<file path="src/rtl/cmd_port_hub.sv">
// cmd_port_hub: processor port hub with output registers, input channels and an interrupt controller.
// Optional interrupt logic is built only when CMD_HUB_IRQ_EN is defined.
`default_nettype none

module cmd_port_hub #(
   parameter int         NUM_OUT   = 4,
   parameter int         NUM_IN    = 4,
   parameter int         NUM_IRQ   = 4,
   parameter logic [7:0] BASE_ADDR = 8'h00
) (
   input  logic                 clk,
   input  logic                 reset,
   input  logic [7:0]           port_id,
   input  logic [7:0]           port_out,
   input  logic                 write_strobe,
   input  logic                 kwrite_strobe,
   input  logic                 read_strobe,
   output logic [7:0]           port_in,
   output logic                 interrupt,
   input  logic                 interrupt_ack,
   output logic [NUM_OUT*8-1:0] out_data,
   output logic [NUM_OUT-1:0]   out_wr,
   input  logic [NUM_IN*8-1:0]  in_data,
   output logic [NUM_IN-1:0]    in_rd,
   input  logic [NUM_IRQ-1:0]   irq_src
);

   logic [7:0] off;
   logic       in_win;

   logic [NUM_OUT-1:0][7:0] out_q, out_d;
   logic [NUM_OUT-1:0]      wr_q, wr_d;
   logic [NUM_IN-1:0]       rd_q, rd_d;
   logic [7:0]              pin_q, pin_d;

   // The window is 32 ports above BASE_ADDR; wrap-around below the base falls outside it.
   assign off    = port_id - BASE_ADDR;
   assign in_win = (off[7:5] == 3'b000);

`ifdef CMD_HUB_IRQ_EN
   typedef enum logic [1:0] {
      S_IDLE    = 2'd0,
      S_ASSERT  = 2'd1,
      S_SERVICE = 2'd2
   } irq_state_t;

   irq_state_t         state_q, state_d;
   logic [NUM_IRQ-1:0] pend_q, pend_d, mask_q, mask_d, hist_q, rise, clr;
   logic               armed_q, clr_wr;

   assign clr_wr = write_strobe && (off == 8'h1A);
   assign clr    = clr_wr ? port_out[NUM_IRQ-1:0] : '0;
   assign rise   = armed_q ? (irq_src & ~hist_q) : '0;
   assign pend_d = (pend_q & ~clr) | rise;
   assign mask_d = (write_strobe && (off == 8'h19)) ? port_out[NUM_IRQ-1:0] : mask_q;

   always_comb begin
      state_d = state_q;
      case (state_q)
         S_IDLE:    if ((pend_q & mask_q) != '0) state_d = S_ASSERT;
         S_ASSERT:  if (interrupt_ack) state_d = S_SERVICE;
         S_SERVICE: if (clr_wr) state_d = S_IDLE;
         default:   state_d = S_IDLE;
      endcase
   end

   // History is armed one cycle after reset so a source held high through reset is not seen as an edge.
   always_ff @(posedge clk or negedge reset) begin
      if (!reset) begin
         state_q <= S_IDLE;
         pend_q  <= '0;
         mask_q  <= '0;
         hist_q  <= '0;
         armed_q <= 1'b0;
      end else begin
         state_q <= state_d;
         pend_q  <= pend_d;
         mask_q  <= mask_d;
         hist_q  <= irq_src;
         armed_q <= 1'b1;
      end
   end

   assign interrupt = (state_q == S_ASSERT);
`else
   logic unused_irq;
   assign unused_irq = &{1'b0, irq_src, interrupt_ack};
   assign interrupt  = 1'b0;
`endif

   always_comb begin
      out_d = out_q;
      wr_d  = '0;
      for (int i = 0; i < NUM_OUT; i++) begin
         if (write_strobe && in_win && !off[4] && (off[3:0] == 4'(i))) begin
            out_d[i] = port_out;
            wr_d[i]  = 1'b1;
         end else if (kwrite_strobe && (port_id[3:0] == 4'(i))) begin
            out_d[i] = port_out;
            wr_d[i]  = 1'b1;
         end
      end
   end

   always_comb begin
      rd_d  = '0;
      pin_d = 8'h00;
      for (int i = 0; i < NUM_OUT; i++) begin
         if (in_win && !off[4] && (off[3:0] == 4'(i))) pin_d = out_q[i];
      end
      for (int j = 0; j < NUM_IN; j++) begin
         if (in_win && (off[4:3] == 2'b10) && (off[2:0] == 3'(j))) begin
            pin_d   = in_data[8*j +: 8];
            rd_d[j] = read_strobe;
         end
      end
`ifdef CMD_HUB_IRQ_EN
      if (off == 8'h18) pin_d = 8'(pend_q);
      if (off == 8'h19) pin_d = 8'(mask_q);
`endif
   end

   always_ff @(posedge clk or negedge reset) begin
      if (!reset) begin
         out_q <= '0;
         wr_q  <= '0;
         rd_q  <= '0;
         pin_q <= 8'h00;
      end else begin
         out_q <= out_d;
         wr_q  <= wr_d;
         rd_q  <= rd_d;
         pin_q <= pin_d;
      end
   end

   assign out_data = out_q;
   assign out_wr   = wr_q;
   assign in_rd    = rd_q;
   assign port_in  = pin_q;

endmodule

`default_nettype wire

</file>
<file path="config.mk">
export PLATFORM = sky130hd
export DESIGN_NAME = cmd_port_hub
export DESIGN_NICKNAME = d
export VERILOG_FILES = /design/src/rtl/cmd_port_hub.sv
export SDC_FILE = /design/constraint.sdc
export NUM_CORES = 1
export LEC_CHECK = 0
export ABC_AREA = 1
export CAP_MARGIN = 20
export CORE_MARGIN = 2
export CORE_UTILIZATION = 43
export CTS_BUF_LIST = sky130_fd_sc_hd__clkbuf_8
export DETAILED_ROUTE_END_ITERATION = 10
export PLACE_DENSITY = 0.82
export SETUP_SLACK_MARGIN = 0.1
export SLEW_MARGIN = 20
export SYNTH_ARGS = -nofsm -noshare
export SYNTH_HDL_FRONTEND = slang
export SYNTH_SLANG_ARGS = --single-unit
</file>
<file path="constraint.sdc">
create_clock -name clk -period 1.2 [get_ports clk]
set_input_delay 0.36 -clock clk [delete_from_list [all_inputs] [get_ports clk]]
set_output_delay 0.36 -clock clk [all_outputs]
set_load 0.01 [all_outputs]
</file>
-- After elaboration in Yosys (flattened, before gate mapping)
Index checks and enable logic that the tools add are counted.
- flip-flop bits (word level): 48
- bits in latches: 0
- memory bits (writable): 0
- bits in read-only memories: 0
- output and inout bits: 49
- memories kept: 0
- add/subtract/negate cells: 0
- multiply operators: 0
- div/mod/pow operators: 0
- magnitude comparators: 0
- equality and inequality tests: 7
- shift-type cells: 0
- multiplexer cells: 28
- bitwise gates (word level): 0
- reduce and logical (&&, ||, !) cells: 28
- operators by type and width (cell ; number):
    2-to-1 mux 8 bit ; 16
    logical AND 1 bit ; 20
    2-to-1 mux 1 bit ; 12
    == test 4 x 2 -> 1 bit (second input constant) ; 2
    nonzero test 2 bit ; 4
    == test 3 x 2 -> 1 bit (second input constant) ; 2
    zero test 3 bit ; 2
    == test 4 x 1 -> 1 bit (second input constant) ; 1
    zero test 4 bit ; 1
    == test 3 x 1 -> 1 bit (second input constant) ; 1
    == test 2 bit (second input constant) ; 1
    zero test 1 bit ; 1

-- Logic depth before layout (Yosys ltp)
- depth after elaboration: 11
- depth in mapped cells: 10
- gate-level depth less buffers: 10

-- Worst setup path after synthesis
No wires, ideal clock.
- path type: input to register
- from: input port_id[6]
- to: register out_q (netlist bit out_data[13])
- setup time: 0.122 ns
- arrival: 1.198 ns
- required time: 1.078 ns
- path slack: -0.120 ns
- stages on the path: 9
- path buffers: 1
- cell sequence: nor2_4 -> nand3_2 -> o21ai_2 -> inv_2 -> nor2_4 -> inv_2 -> buf_6 -> nand2_1 -> o21ai_1
- word-level cells in the longest chain between the ends: 5
- ends and longest elaborated chain (what ; RTL line ; source):
    start, declared ; 13 ; input logic [7:0] port_id,
    zero test 3 bit (*) ; 38 ; assign in_win = (off[7:5] == 3'b000);
    logical AND 1 bit (*) (3 in series) ; 95 ; if (write_strobe && in_win && !off[4] && (off[3:0] == 4'(i))) begin
    2-to-1 mux 8 bit or nonzero test 2 bit (tied branches) ; - ;
    end signal, assigned ; 130 ; out_q <= out_d;
    end, declared ; 31 ; logic [NUM_OUT-1:0][7:0] out_q, out_d;
Mark *: on every way between the ends. The rest lies on a longest branch, timed or not.
A chain may end at the register's enable or synchronous reset.

-- Worst setup path after layout
- from: input port_id[7]
- to: register pin_q[1], in the netlist port_in[1]
- word-level cells in the longest chain between the ends: 11
- ends and longest elaborated chain (what ; RTL line ; source):
    zero test 3 bit (*) ; 38 ;
    logical AND 1 bit (2 in series) ; 109 ; if (in_win && !off[4] && (off[3:0] == 4'(i))) pin_d = out_q[i];
    2-to-1 mux 8 bit (4 in series) ; 109 ;
    2-to-1 mux 8 bit (3 in series) ; 112 ; if (in_win && (off[4:3] == 2'b10) && (off[2:0] == 3'(j))) begin
    2-to-1 mux 8 bit (*) ; 112 ;
    via pin_d[1] ; 34 ; logic [7:0] pin_q, pin_d;
    end signal, assigned ; 133 ; pin_q <= pin_d;
    end, declared ; 34 ;
Mark *: on every way through the listed nets, which the timed path passes. The rest lies on a longest branch.

==> flow_summary.ini <==
[detailed_routing]
drc = 0
num_vias = 2685
drt_wl_total_um = 8790
ant_nets = 0
firstDrtPassIters = 4
drt_first_iter_violations = 190
viasPerCell = 5.11
wire_per_inst_um = 16.7

[logic_synthesis]
synth_top_cell_area_share = 0.508
synth_commonest_cells = nand2_1, dfrtp_1, o21ai_1, nor2_1, inv_1
synth_mux_area_frac = 0
synthAdderAreaFrac = 0
synthXorXnorAreaFrac = 0
synth_area_um2 = 2370
synthSimpleGateAreaFrac = 0.345
yosysMostFrequentCell = nand2_1
netlist_instances = 276
synthTopCellsByArea = dfrtp_1, nand2_1, o21ai_1
ys_seq_elements = 48
synth_nets = 334
synth_compound_area_frac = 0.0862
yosys.area.top_type = dfrtp_1
postSynth.topFlopCell = dfrtp_1
synth_edf_count = 0
synth.yosys.seq_area_share = 0.508
synth_cell_types = 26
synth_top_family_by_area = simple AND/OR/NAND/NOR gates
synth.avg_cell_area_um2 = 8.57
ys_warn_count = 0
async_flop_share = 1.00

[timing]
slew_violations = 0
fin_crit_sh = 1.07
hold_violations = 0
rsz0062_at_grt = yes
clock.fmax_ghz = 0.779
timing.final.ws_setup_ns = -0.0844
setup_viol = 54
whs_ns = 0.0141
period_minus_slack_ns = 1.28
finClkSkew_ns = 0.00523

[clocking]
cts_tree = built
htree_levels = 2
cts.sinks = 48
path_clk_slew_ns = 0.09
numCtsBuffers = 5
ctsLongestPathBuffers = 2
root_buffer = clkbuf_8
cts_hold_buf = 0
clk-insertion-delay-late_ns = 0.31

[power]
p_leak_nw = 2.10
p_sw_mw = 1.45
combPwrFrac = 0.343
ir_worst_vdd_mv = 0.889
clkPwrFrac = 0.244
p_int_mw = 3.39
netSwitchingFraction = 0.299
power_frac_seq = 0.413
powerDensity_nw_per_um2 = 1160
p_total_mw = 4.84

[placed_design]
hpwlAfterDp_um = 5290
gp_congestion = 0.821
io_buffers = 100

[grt]
grt_busiest_layer = met2
grtUsageMet1 = 0.359
met2_usage = 0.501
grt_pass1_wl_um = 14000
grt_use_met3 = 0.0770
gr-total-overflow = 0
grt_usage = 0.296
antenna_found_initial = 0
grt_pass1_vias = 2783
grt_max_degree = 49

[floorplan]
start_util = 0.438
ios = 107
die_w_um = 78.2
die_y_um = 78.2
core_um2 = 5410
die-area_um2 = 6110
fp-row-count = 27

[layout]
final_nets = 510
diodes = 0
areaGrowthSynthToFinish_pct = 75.7
drive_gt1_frac = 0.464

[job]
cap_violations = 0

[hold_path]
hold_class = in -> async

[setup_path]
cp_data_arrival_time_ns = 1.48
r2r_cells = 8
r2r-end = port_in[2]$_DFF_PN0_
reg2reg_slack_ns = -0.07
crit_required_ns = 1.40
worstSetupEndpoint = port_in[1]$_DFF_PN0_
reg2reg_from = out_data[10]$_DFFE_PN0P_
startpoint_type = primary input
startpoint = port_id[7]
worst-path-max-fanout = 7
crit_type = in -> reg
cp-end-kind = flop

[run_status]
status = complete, but fails checks
violations = negative setup slack
==> worst min path at each step <==
stage / startpoint / endpoint / slack [ns] / cells past startpoint
floorplan: reset / in_rd[0]$_DFF_PN0_ / 0.06 / 0
global placement: reset / port_in[0]$_DFF_PN0_ / 0.36 / 2
detailed placement: reset / port_in[0]$_DFF_PN0_ / 0.37 / 2
CTS: reset / out_wr[2]$_DFF_PN0_ / 0.04 / 2
global route: reset / port_in[0]$_DFF_PN0_ / 0.04 / 2
finish: reset / port_in[0]$_DFF_PN0_ / 0.01 / 2
==> critical path, stage by stage <==
cell and delay (ns):
buf_6 0.09, nor2_4 0.13, buf_6 0.12, nand3_4 0.15, nor2_8 0.20, inv_4 0.07
or2_0 0.21, nand2_1 0.08, nand2_1 0.06
==> flip-flops by register name, indices dropped and copies added (netlist names) <==
name      count
in_rd         4
out_data     32
out_wr        4
port_in       8
==> stage by stage <==
stage | worst slack (ns) | util | setup TNS (ns) | cells | instance area [um2]
floorplan | -0.120 | - | -3.55 | 276 | 2370
global placement | -0.721 | 0.707 | -30.88 | 493 | 3820
detailed placement | -0.738 | 0.707 | -31.93 | 493 | 3820
CTS | -0.0389 | 0.747 | -0.303 | 521 | 4040
global route | -0.152 | 0.769 | -4.87 | 525 | 4160
finish | -0.0844 | 0.769 | -1.78 | 525 | 4160
==> area by class of cell <==
class / count / area (um2)
clock buffers: 5 / 68.8
repair inverters: 3 / 18.8
well taps: 72 / 90.1
multi-input cells: 201 / 1210
repair buffers: 171 / 1420
inverters: 22 / 110
clock inverters: 3 / 42.5
flip-flops and latches: 48 / 1200
fillers: 343 / 1250
==> what timing repair did <==
item,in CTS,in global routing
endpoints found under the hold margin,0,0
setup buffers,19,7
gates resized for setup,292,21
gates cloned,4,0
pin swaps,42,10
setup endpoints to repair,96,92
==> power groups by stage <==
stage / sequential [mW] / combinational (mW) / clock (mW)
5_1_grt: 2.02 / 1.78 / 1.26
2_1_floorplan: 2.14 / 0.286 / 0
4_1_cts: 1.98 / 1.56 / 1.19
3_3_place_gp: 2.00 / 1.52 / 0
3_5_place_dp: 2.01 / 1.55 / 0
6_report: 2.00 / 1.66 / 1.18
==> kinds of logic after synthesis <==
group | after synthesis
AOI/OAI and AO/OA | 40
DFF | 48
and+or+nand+nor | 159
buffers and inverters | 28
other | 1
==> per-layer routing <==
metal | vias to the layer above | wire length (um)
li1 | 1244 | -
met1 | 1263 | 3370
met2 | 152 | 4430
met3 | 26 | 705
met4 | 0 | 283
met5 | - | 0
==> cell usage in the layout (no fill, tap or decap), drive strengths merged <==
master	count
nand3	5
o21ai	33
bufinv	1
nor2	30
clkinv	2
conb	1
nor3b	8
buf	128
a21oi	7
clkbuf	5
nand2	100
nand4	8
nor4	1
clkdlybuf4s50	41
or2	6
dfrtp	48
dlygate4sd2	2
nor3	2
clkinvlp	1
inv	24
Note: power is estimated with default switching activity, not from simulation.
